### src/rtl/pipe4_issue_ctrl_if.sv
`default_nettype none
// ============================================================================
// Module   : pipe4_issue_ctrl_if
// Brief    : Load/control/issue bundle between a controller and the sequencer.
// Revision : 1.0 - initial release
// ============================================================================
interface pipe4_issue_ctrl_if #(
    parameter int WIDTH = 4,
    parameter int AW    = 4
);
    logic             load_we;
    logic [AW-1:0]    load_addr;
    logic [WIDTH-1:0] load_data;
    logic             start;
    logic             stall;
    logic [WIDTH-1:0] next;
    logic             issue_valid;
    logic [AW-1:0]    pc;
    logic             busy;
    logic             done;

    modport master (
        output load_we, load_addr, load_data, start, stall,
        input  next, issue_valid, pc, busy, done
    );

    modport slave (
        input  load_we, load_addr, load_data, start, stall,
        output next, issue_valid, pc, busy, done
    );
endinterface
`default_nettype wire

### src/rtl/pipe4_issue_ctrl.sv
`default_nettype none
// ============================================================================
// Module   : pipe4_issue_ctrl
// Brief    : Program store + PC sequencer driving the pipeline `next` input.
// Revision : 1.0 - initial release
// ============================================================================
module pipe4_issue_ctrl #(
    parameter int WIDTH = 4,
    parameter int AW    = 4,
    parameter int HOLD  = 1,
    parameter int DEPTH = 3
) (
    input  wire logic          clk,
    input  wire logic          rst,
    pipe4_issue_ctrl_if.slave  bus
);
    localparam int                 c_ENTRIES    = 1 << AW;
    localparam int                 c_DRW        = (DEPTH > 1) ? $clog2(DEPTH) : 1;
    localparam logic [3:0]         c_HOLD_LAST  = 4'(HOLD - 1);
    localparam logic [c_DRW-1:0]   c_DRAIN_INIT = c_DRW'(DEPTH - 1);
    localparam logic [WIDTH-1:0]   c_NOP        = '0;
    localparam logic [WIDTH-1:0]   c_HALT       = '1;

    typedef enum logic [1:0] {
        S_IDLE  = 2'd0,
        S_RUN   = 2'd1,
        S_DRAIN = 2'd2,
        S_DONE  = 2'd3
    } state_t;

    state_t           r_state;
    logic [AW-1:0]    r_pc;
    logic [3:0]       r_dwell;
    logic [c_DRW-1:0] r_drain;
    logic [WIDTH-1:0] r_mem [c_ENTRIES];
    logic [WIDTH-1:0] r_next;
    logic             r_valid;
    logic             r_busy;
    logic             r_done;

    logic [WIDTH-1:0] w_fetch;
    logic             w_loadable;

    assign w_fetch    = r_mem[r_pc];
    assign w_loadable = (r_state == S_IDLE) || (r_state == S_DONE);

    always_ff @(posedge clk) begin
        if (rst) begin
            r_state <= S_IDLE;
            r_pc    <= '0;
            r_dwell <= '0;
            r_drain <= '0;
            r_next  <= c_NOP;
            r_valid <= 1'b0;
            r_busy  <= 1'b0;
            r_done  <= 1'b0;
            for (int i = 0; i < c_ENTRIES; i++) begin
                r_mem[i] <= c_NOP;
            end
        end else begin
            // The store is only writable while no program is in flight.
            if (w_loadable && bus.load_we) begin
                r_mem[bus.load_addr] <= bus.load_data;
            end

            case (r_state)
                S_IDLE, S_DONE: begin
                    r_next  <= c_NOP;
                    r_valid <= 1'b0;
                    if (bus.start) begin
                        r_state <= S_RUN;
                        r_pc    <= '0;
                        r_dwell <= '0;
                        r_done  <= 1'b0;
                        r_busy  <= 1'b1;
                    end
                end

                S_RUN: begin
                    if (bus.stall) begin
                        r_next  <= c_NOP;
                        r_valid <= 1'b0;
                    end else if (w_fetch == c_HALT) begin
                        // HALT itself never reaches the pipeline.
                        r_next  <= c_NOP;
                        r_valid <= 1'b0;
                        r_state <= S_DRAIN;
                        r_drain <= c_DRAIN_INIT;
                    end else begin
                        r_next  <= w_fetch;
                        r_valid <= 1'b1;
                        if (r_dwell == c_HOLD_LAST) begin
                            r_dwell <= '0;
                            r_pc    <= r_pc + 1'b1;
                        end else begin
                            r_dwell <= r_dwell + 4'd1;
                        end
                    end
                end

                S_DRAIN: begin
                    r_next  <= c_NOP;
                    r_valid <= 1'b0;
                    if (r_drain == '0) begin
                        r_state <= S_DONE;
                        r_busy  <= 1'b0;
                        r_done  <= 1'b1;
                    end else begin
                        r_drain <= r_drain - 1'b1;
                    end
                end

                default: begin
                    r_state <= S_IDLE;
                    r_next  <= c_NOP;
                    r_valid <= 1'b0;
                    r_busy  <= 1'b0;
                    r_done  <= 1'b0;
                end
            endcase
        end
    end

    assign bus.next        = r_next;
    assign bus.issue_valid = r_valid;
    assign bus.pc          = r_pc;
    assign bus.busy        = r_busy;
    assign bus.done        = r_done;
endmodule
`default_nettype wire
### src/flat_wrapper.sv
// flat-port wrapper written by rule: the top's interface ports become plain ports
module pipe4_issue_ctrl_flat 
#(
    parameter int WIDTH = 4,
    parameter int AW    = 4,
    parameter int HOLD  = 1,
    parameter int DEPTH = 3
)
  (clk, rst, bus_load_we, bus_load_addr, bus_load_data, bus_start, bus_stall, bus_next, bus_issue_valid, bus_pc, bus_busy, bus_done);
  pipe4_issue_ctrl_if #(.WIDTH(WIDTH), .AW(AW)) bus_i ();
  input  wire logic clk;
  input  wire logic rst;
  input wire logic [$bits(bus_i.load_we)-1:0] bus_load_we;
  input wire logic [$bits(bus_i.load_addr)-1:0] bus_load_addr;
  input wire logic [$bits(bus_i.load_data)-1:0] bus_load_data;
  input wire logic [$bits(bus_i.start)-1:0] bus_start;
  input wire logic [$bits(bus_i.stall)-1:0] bus_stall;
  output wire logic [$bits(bus_i.next)-1:0] bus_next;
  output wire logic [$bits(bus_i.issue_valid)-1:0] bus_issue_valid;
  output wire logic [$bits(bus_i.pc)-1:0] bus_pc;
  output wire logic [$bits(bus_i.busy)-1:0] bus_busy;
  output wire logic [$bits(bus_i.done)-1:0] bus_done;
  assign bus_i.load_we = bus_load_we;
  assign bus_i.load_addr = bus_load_addr;
  assign bus_i.load_data = bus_load_data;
  assign bus_i.start = bus_start;
  assign bus_i.stall = bus_stall;
  assign bus_next = bus_i.next;
  assign bus_issue_valid = bus_i.issue_valid;
  assign bus_pc = bus_i.pc;
  assign bus_busy = bus_i.busy;
  assign bus_done = bus_i.done;
  pipe4_issue_ctrl #(.WIDTH(WIDTH), .AW(AW), .HOLD(HOLD), .DEPTH(DEPTH)) u_core (.clk(clk), .rst(rst), .bus(bus_i));
endmodule
### config.mk
export PLATFORM = sky130hd
export DESIGN_NAME = pipe4_issue_ctrl_flat
export DESIGN_NICKNAME = d
export VERILOG_FILES = /design/src/rtl/pipe4_issue_ctrl_if.sv /design/src/rtl/pipe4_issue_ctrl.sv /design/src/flat_wrapper.sv
export SDC_FILE = /design/constraint.sdc
export NUM_CORES = 1
export LEC_CHECK = 0
export CORE_MARGIN = 2
export CORE_UTILIZATION = 60
export DETAILED_ROUTE_END_ITERATION = 10
export GPL_TIMING_DRIVEN = 1
export PLACE_DENSITY = 0.8
export SYNTH_ARGS = -nofsm -noshare
export SYNTH_HDL_FRONTEND = slang
export SYNTH_SLANG_ARGS = --single-unit
### constraint.sdc
create_clock -name clk -period 4.91 [get_ports clk]
set_input_delay 1.2275 -clock clk [delete_from_list [all_inputs] [get_ports clk]]
set_output_delay 1.2275 -clock clk [all_outputs]
set_load 0.03 [all_outputs]
==> results.txt <==
The later pin in the worst-skew pair is clocked with a latency of 0.36 ns. The logs give 57.3% for the max-slew headroom at the worst pin and 23.7% for the overall fraction of global-route tracks in use. Root buffer cell: sky130_fd_sc_hd__clkbuf_8. Yosys attributes the largest share of cell area to sky130_fd_sc_hd__edfxtp_1 44%, sky130_fd_sc_hd__dfxtp_1 10%, sky130_fd_sc_hd__and2_1 9.5%.

The worst min-delay path class is reg2reg. Data arrives at the worst endpoint at 3.38 ns. The detail-routed net length per standard cell came out at 18.0 µm. The maximum VDD drop was 0.000209 V. The flow ran to the end, and the final reports show no timing, DRC or antenna violations.

After Yosys synthesis, XOR and XNOR cells account for 0% of the synthesized area. For this run, the detailed router's first-pass iteration total came to 4. The power density over the cells was 357 mW/mm²; the post-CTS setup buffer count was 0. After layout, the worst path uses 63.7% of the clock period. For this run, design rule violations remaining after detail routing come to 0. The total of hold buffers inserted after clock tree synthesis is 0. The family of cells with the greatest summed delay on the critical path is compound AO/OA/AOI/OAI gates. For the final number of hold-violating endpoints, the log shows 0. The per-cell via count in the routed design is 5.85, and the setup TNS is 0 ns. After the first detailed-routing iteration, the DRC count stood at 191.

Worst-case setup margin in the final layout: 1.78 ns. Number of antenna violations at the first check in global routing: 0. The die is 89.6 µm wide. The number of global-route vias before repair is 2758, and the transition time of the tightest slew-check pin is 0.639 ns.

Data on the critical path is required at its endpoint by 5.16 ns. In the detailed route, the total length drawn on met3 is 390 µm. Of the post-synthesis cell area, the part taken by muxes is 9.25%. In this run the tool buffered the top-level ports with 23 buffer cells.

The total detailed-routing wirelength is 8770 µm. The number of gates resized after CTS was 0. After clock tree synthesis, the clock-pin slew on the worst setup and hold paths is 0.09 ns. The count of state elements after synthesis works out to 87. The congestion estimate from routability-driven global placement came to 0.925. After detailed routing, the wire length on met1 is 3950 µm.

The tools report the detailed placer's ending HPWL as 6130 µm. The logs give 0 for the number of failing setup endpoints in the final timing report and 534 for the number of inserted filler cells in the final layout. The setup check on the worst reg-to-reg path leaves a slack of 1.78 ns. The logs give 0 for the number of warnings printed during yosys synthesis and 0.00903 ns for the clock tree skew after final layout. On the worst path, the slowest cell contributes a delay of 0.68 ns. Routed signal wires occupy layers up through met4. Entering global routing, the biggest net connects 43 pins.

Of the cells placed in the final design, the portion with a size suffix greater than 1 is 14.7%. TritonCTS built the clock tree. The final critical delay including setup and external delays was 3.13 ns. From synthesis to final layout, the design area changed by 9.73%. Before CTS, the worst setup slack after placement is 1.59 ns. Once detail routing completed, the nets flagged for antenna violations numbered 0. The share of total power consumed by net switching works out to 31.9%. The number of pins with negative max-slew slack in the final report is 0, and the H-tree depth is 3. After routing the design area is 0.00483 mm². The run gives 24.6% as the combinational share of power.

The number of buffer and inverter stages on the critical path works out to 1. The first global-routing pass estimated 13800 µm of wire. 24 I/O pins were placed. The logs give 0.00440 mm² for the combined area of all synthesized cells and 0.00466 mm² for the total placed instance area. In this run, the clock network consumes 25.0% of the power. Across the run, the number of max-cap violations was 0.

The detailed router placed 2841 vias in this run. The per-instance average area after synthesis is 12.1 µm², and the portion of synthesized cell area occupied by the leading cell type is 43.7%. The clock passes through at most 2 buffers. Counting every net in the synthesized netlist gives 386. Sequential elements use 54.2% of the synthesized area.

The initial utilization of the core area, before any placement, comes to 61.3%. The logs give 1.71 nW for the cell leakage power and 4240 µm for the met2 wirelength from detailed routing. The startpoint-to-endpoint class of the critical path was reg2reg. The number of core rows came out at 31.

Along the worst path, the maximum fanout reaches 15. For the antenna diode instance count, the log shows 0. Summing the areas of all compound-gate instances in the mapped netlist gives 10.4% of the synthesized area.

TritonCTS created 9 clock buffers. The worst setup path is launched from a flop. The die covers 0.00803 mm².

The critical path goes through buf_4, mux4_2, a22oi_1, a22oi_2, a21oi_4, a2111oi_0, mux2_1. For this run, the top clock speed supported by timing is 0.319 GHz. Synthesis instantiated 54 different standard cells from the library.

The number of clock sinks is 87. The endpoint kind of the worst setup timing path is a flop. Summed over all layers, the global routing overflow is 0. The net count of the finished layout is 405.

The adder-cell share of the synthesized area was 2.84%; the die height was 89.6 µm. The cell internal power dissipation was 1.17 mW. In the synthesized netlist, the number of instances is 363.

The net switching component of the power came out at 0.550 mW. Among all stages on the critical path, the largest delay is contributed by sky130_fd_sc_hd__dfxtp_1. The biggest area contributor in the post-synthesis netlist is sky130_fd_sc_hd__edfxtp_1. In this run the standard cell core region covers 0.00718 mm². By area, the combinational part of the netlist is dominated by simple AND/OR/NAND/NOR gates. After Yosys synthesis, and, or, nand and nor cells account for 19.9% of the synthesized area. Of the total power, registers draw 50.4%. Setup repair after global routing left no endpoint under its margin.
==> worst reg2reg max path: cells and delay by family, from the launching register on <==
kind                   cells  cell delay [ns]
AO/OA/AOI/OAI              4             1.11
multiplexers               2             0.86
buffers and inverters      1             0.37
flip-flops                 1             0.68
==> final cells by class <==
type,count,area [µm²],share of cell area [%]
Multi-Input combinational cell,247,1870,38.7
Inverter,12,45.0,0.933
Timing Repair Buffer,25,245,5.08
Clock inverter,7,38.8,0.804
Clock buffer,9,124,2.57
Sequential cell,87,2380,49.4
Tap cell,99,124,2.57
==> registers in the layout (all words and copies together), names as in the netlist, named ones only <==
signal and count:
u_core.r_mem 64, u_core.bus.next 4, u_core.bus.pc 4, u_core.r_dwell 4, u_core.r_drain 2, u_core.r_state 2, u_core.bus.busy 1, u_core.bus.done 1
u_core.bus.issue_valid 1
==> worst paths after layout <==
kind | cells past startpoint | endpoint | from
setup reg to reg | 7 | u_core.r_dwell[3] | flop
setup / recovery | 7 | u_core.r_dwell[3] | flop
hold reg to reg | 2 | u_core.r_drain[0] | u_core.r_drain[0]
hold / removal | 2 | u_core.r_drain[0] | u_core.r_drain[0]
==> cell families (layout without fill, tap and decap cells) <==
kind of cell / Yosys count / after routing
buffers and inverters: 29 / 53
and+or+nand+nor: 155 / 155
DFF: 87 / 87
AOI/OAI and AO/OA: 53 / 53
muxes: 29 / 29
adders and majority gates: 10 / 10
==> cell usage after synthesis, drive strengths merged <==
cell and n:
a2111oi 2, a211oi 5, a21o 1, a21oi 9
a221oi 7, a22oi 6, a311oi 1, a31o 3
a31oi 4, a32oi 2, and2 67, and2b 1
and3 2, and4 1, buf 5, clkbuf 12
dfxtp 23, edfxtp 64, ha 10, inv 12
mux2 3, mux2i 17, mux4 9, nand2 11
nand2b 6, nand3 3, nand3b 2, nand4 2
nand4b 1, nor2 28, nor2b 1, nor3 9
nor3b 2, nor4 1, o211ai 1, o21ai 5
o21ba 2, o21bai 3, o22ai 1, o31ai 1
or2 17, or3 1
==> routing by layer <==
metal | vias up | global-route usage [%]
li1 | 1355 | -
met4 | 0 | 10.2
met1 | 1401 | 31.4
met5 | - | 0
met2 | 66 | 38.3
met3 | 19 | 4.66
==> cell usage in the layout, fill, tap and decap left out, types with 5 or more instances in the layout <==
cell type / instances
sky130_fd_sc_hd__inv_1: 12
sky130_fd_sc_hd__mux2i_1: 17
sky130_fd_sc_hd__nor3_1: 9
sky130_fd_sc_hd__ha_1: 10
sky130_fd_sc_hd__dfxtp_1: 23
sky130_fd_sc_hd__a221oi_2: 5
sky130_fd_sc_hd__nand2b_1: 6
sky130_fd_sc_hd__mux4_2: 9
sky130_fd_sc_hd__nand2_1: 10
sky130_fd_sc_hd__edfxtp_1: 64
sky130_fd_sc_hd__and2_1: 67
sky130_fd_sc_hd__nor2_1: 28
sky130_fd_sc_hd__clkdlybuf4s50_1: 23
sky130_fd_sc_hd__or2_2: 17
sky130_fd_sc_hd__clkbuf_8: 9
sky130_fd_sc_hd__a21oi_1: 8
==> power by group through the flow <==
stage               Clock, mW  Combinational [mW]  Sequential [mW]
floorplan                   0               0.304            0.896
global placement            0               0.410            0.885
detailed placement          0               0.419            0.887
CTS                     0.439               0.421            0.870
global route            0.469               0.467            0.876
finish                  0.431               0.424            0.869
==> per-stage QoR <==
step / utilization [%] / hold slack (ns) / total power [mW] / instances
6_report: 67.3 / 0.487 / 1.72 / 486
4_1_cts: 67.3 / 0.495 / 1.73 / 486
2_1_floorplan: - / 0.458 / 1.20 / 363
3_5_place_dp: 65.0 / 0.484 / 1.31 / 470
3_3_place_gp: 65.0 / 0.470 / 1.29 / 470
5_1_grt: 67.3 / 0.517 / 1.81 / 486
Power figures use the tool's default switching activity.
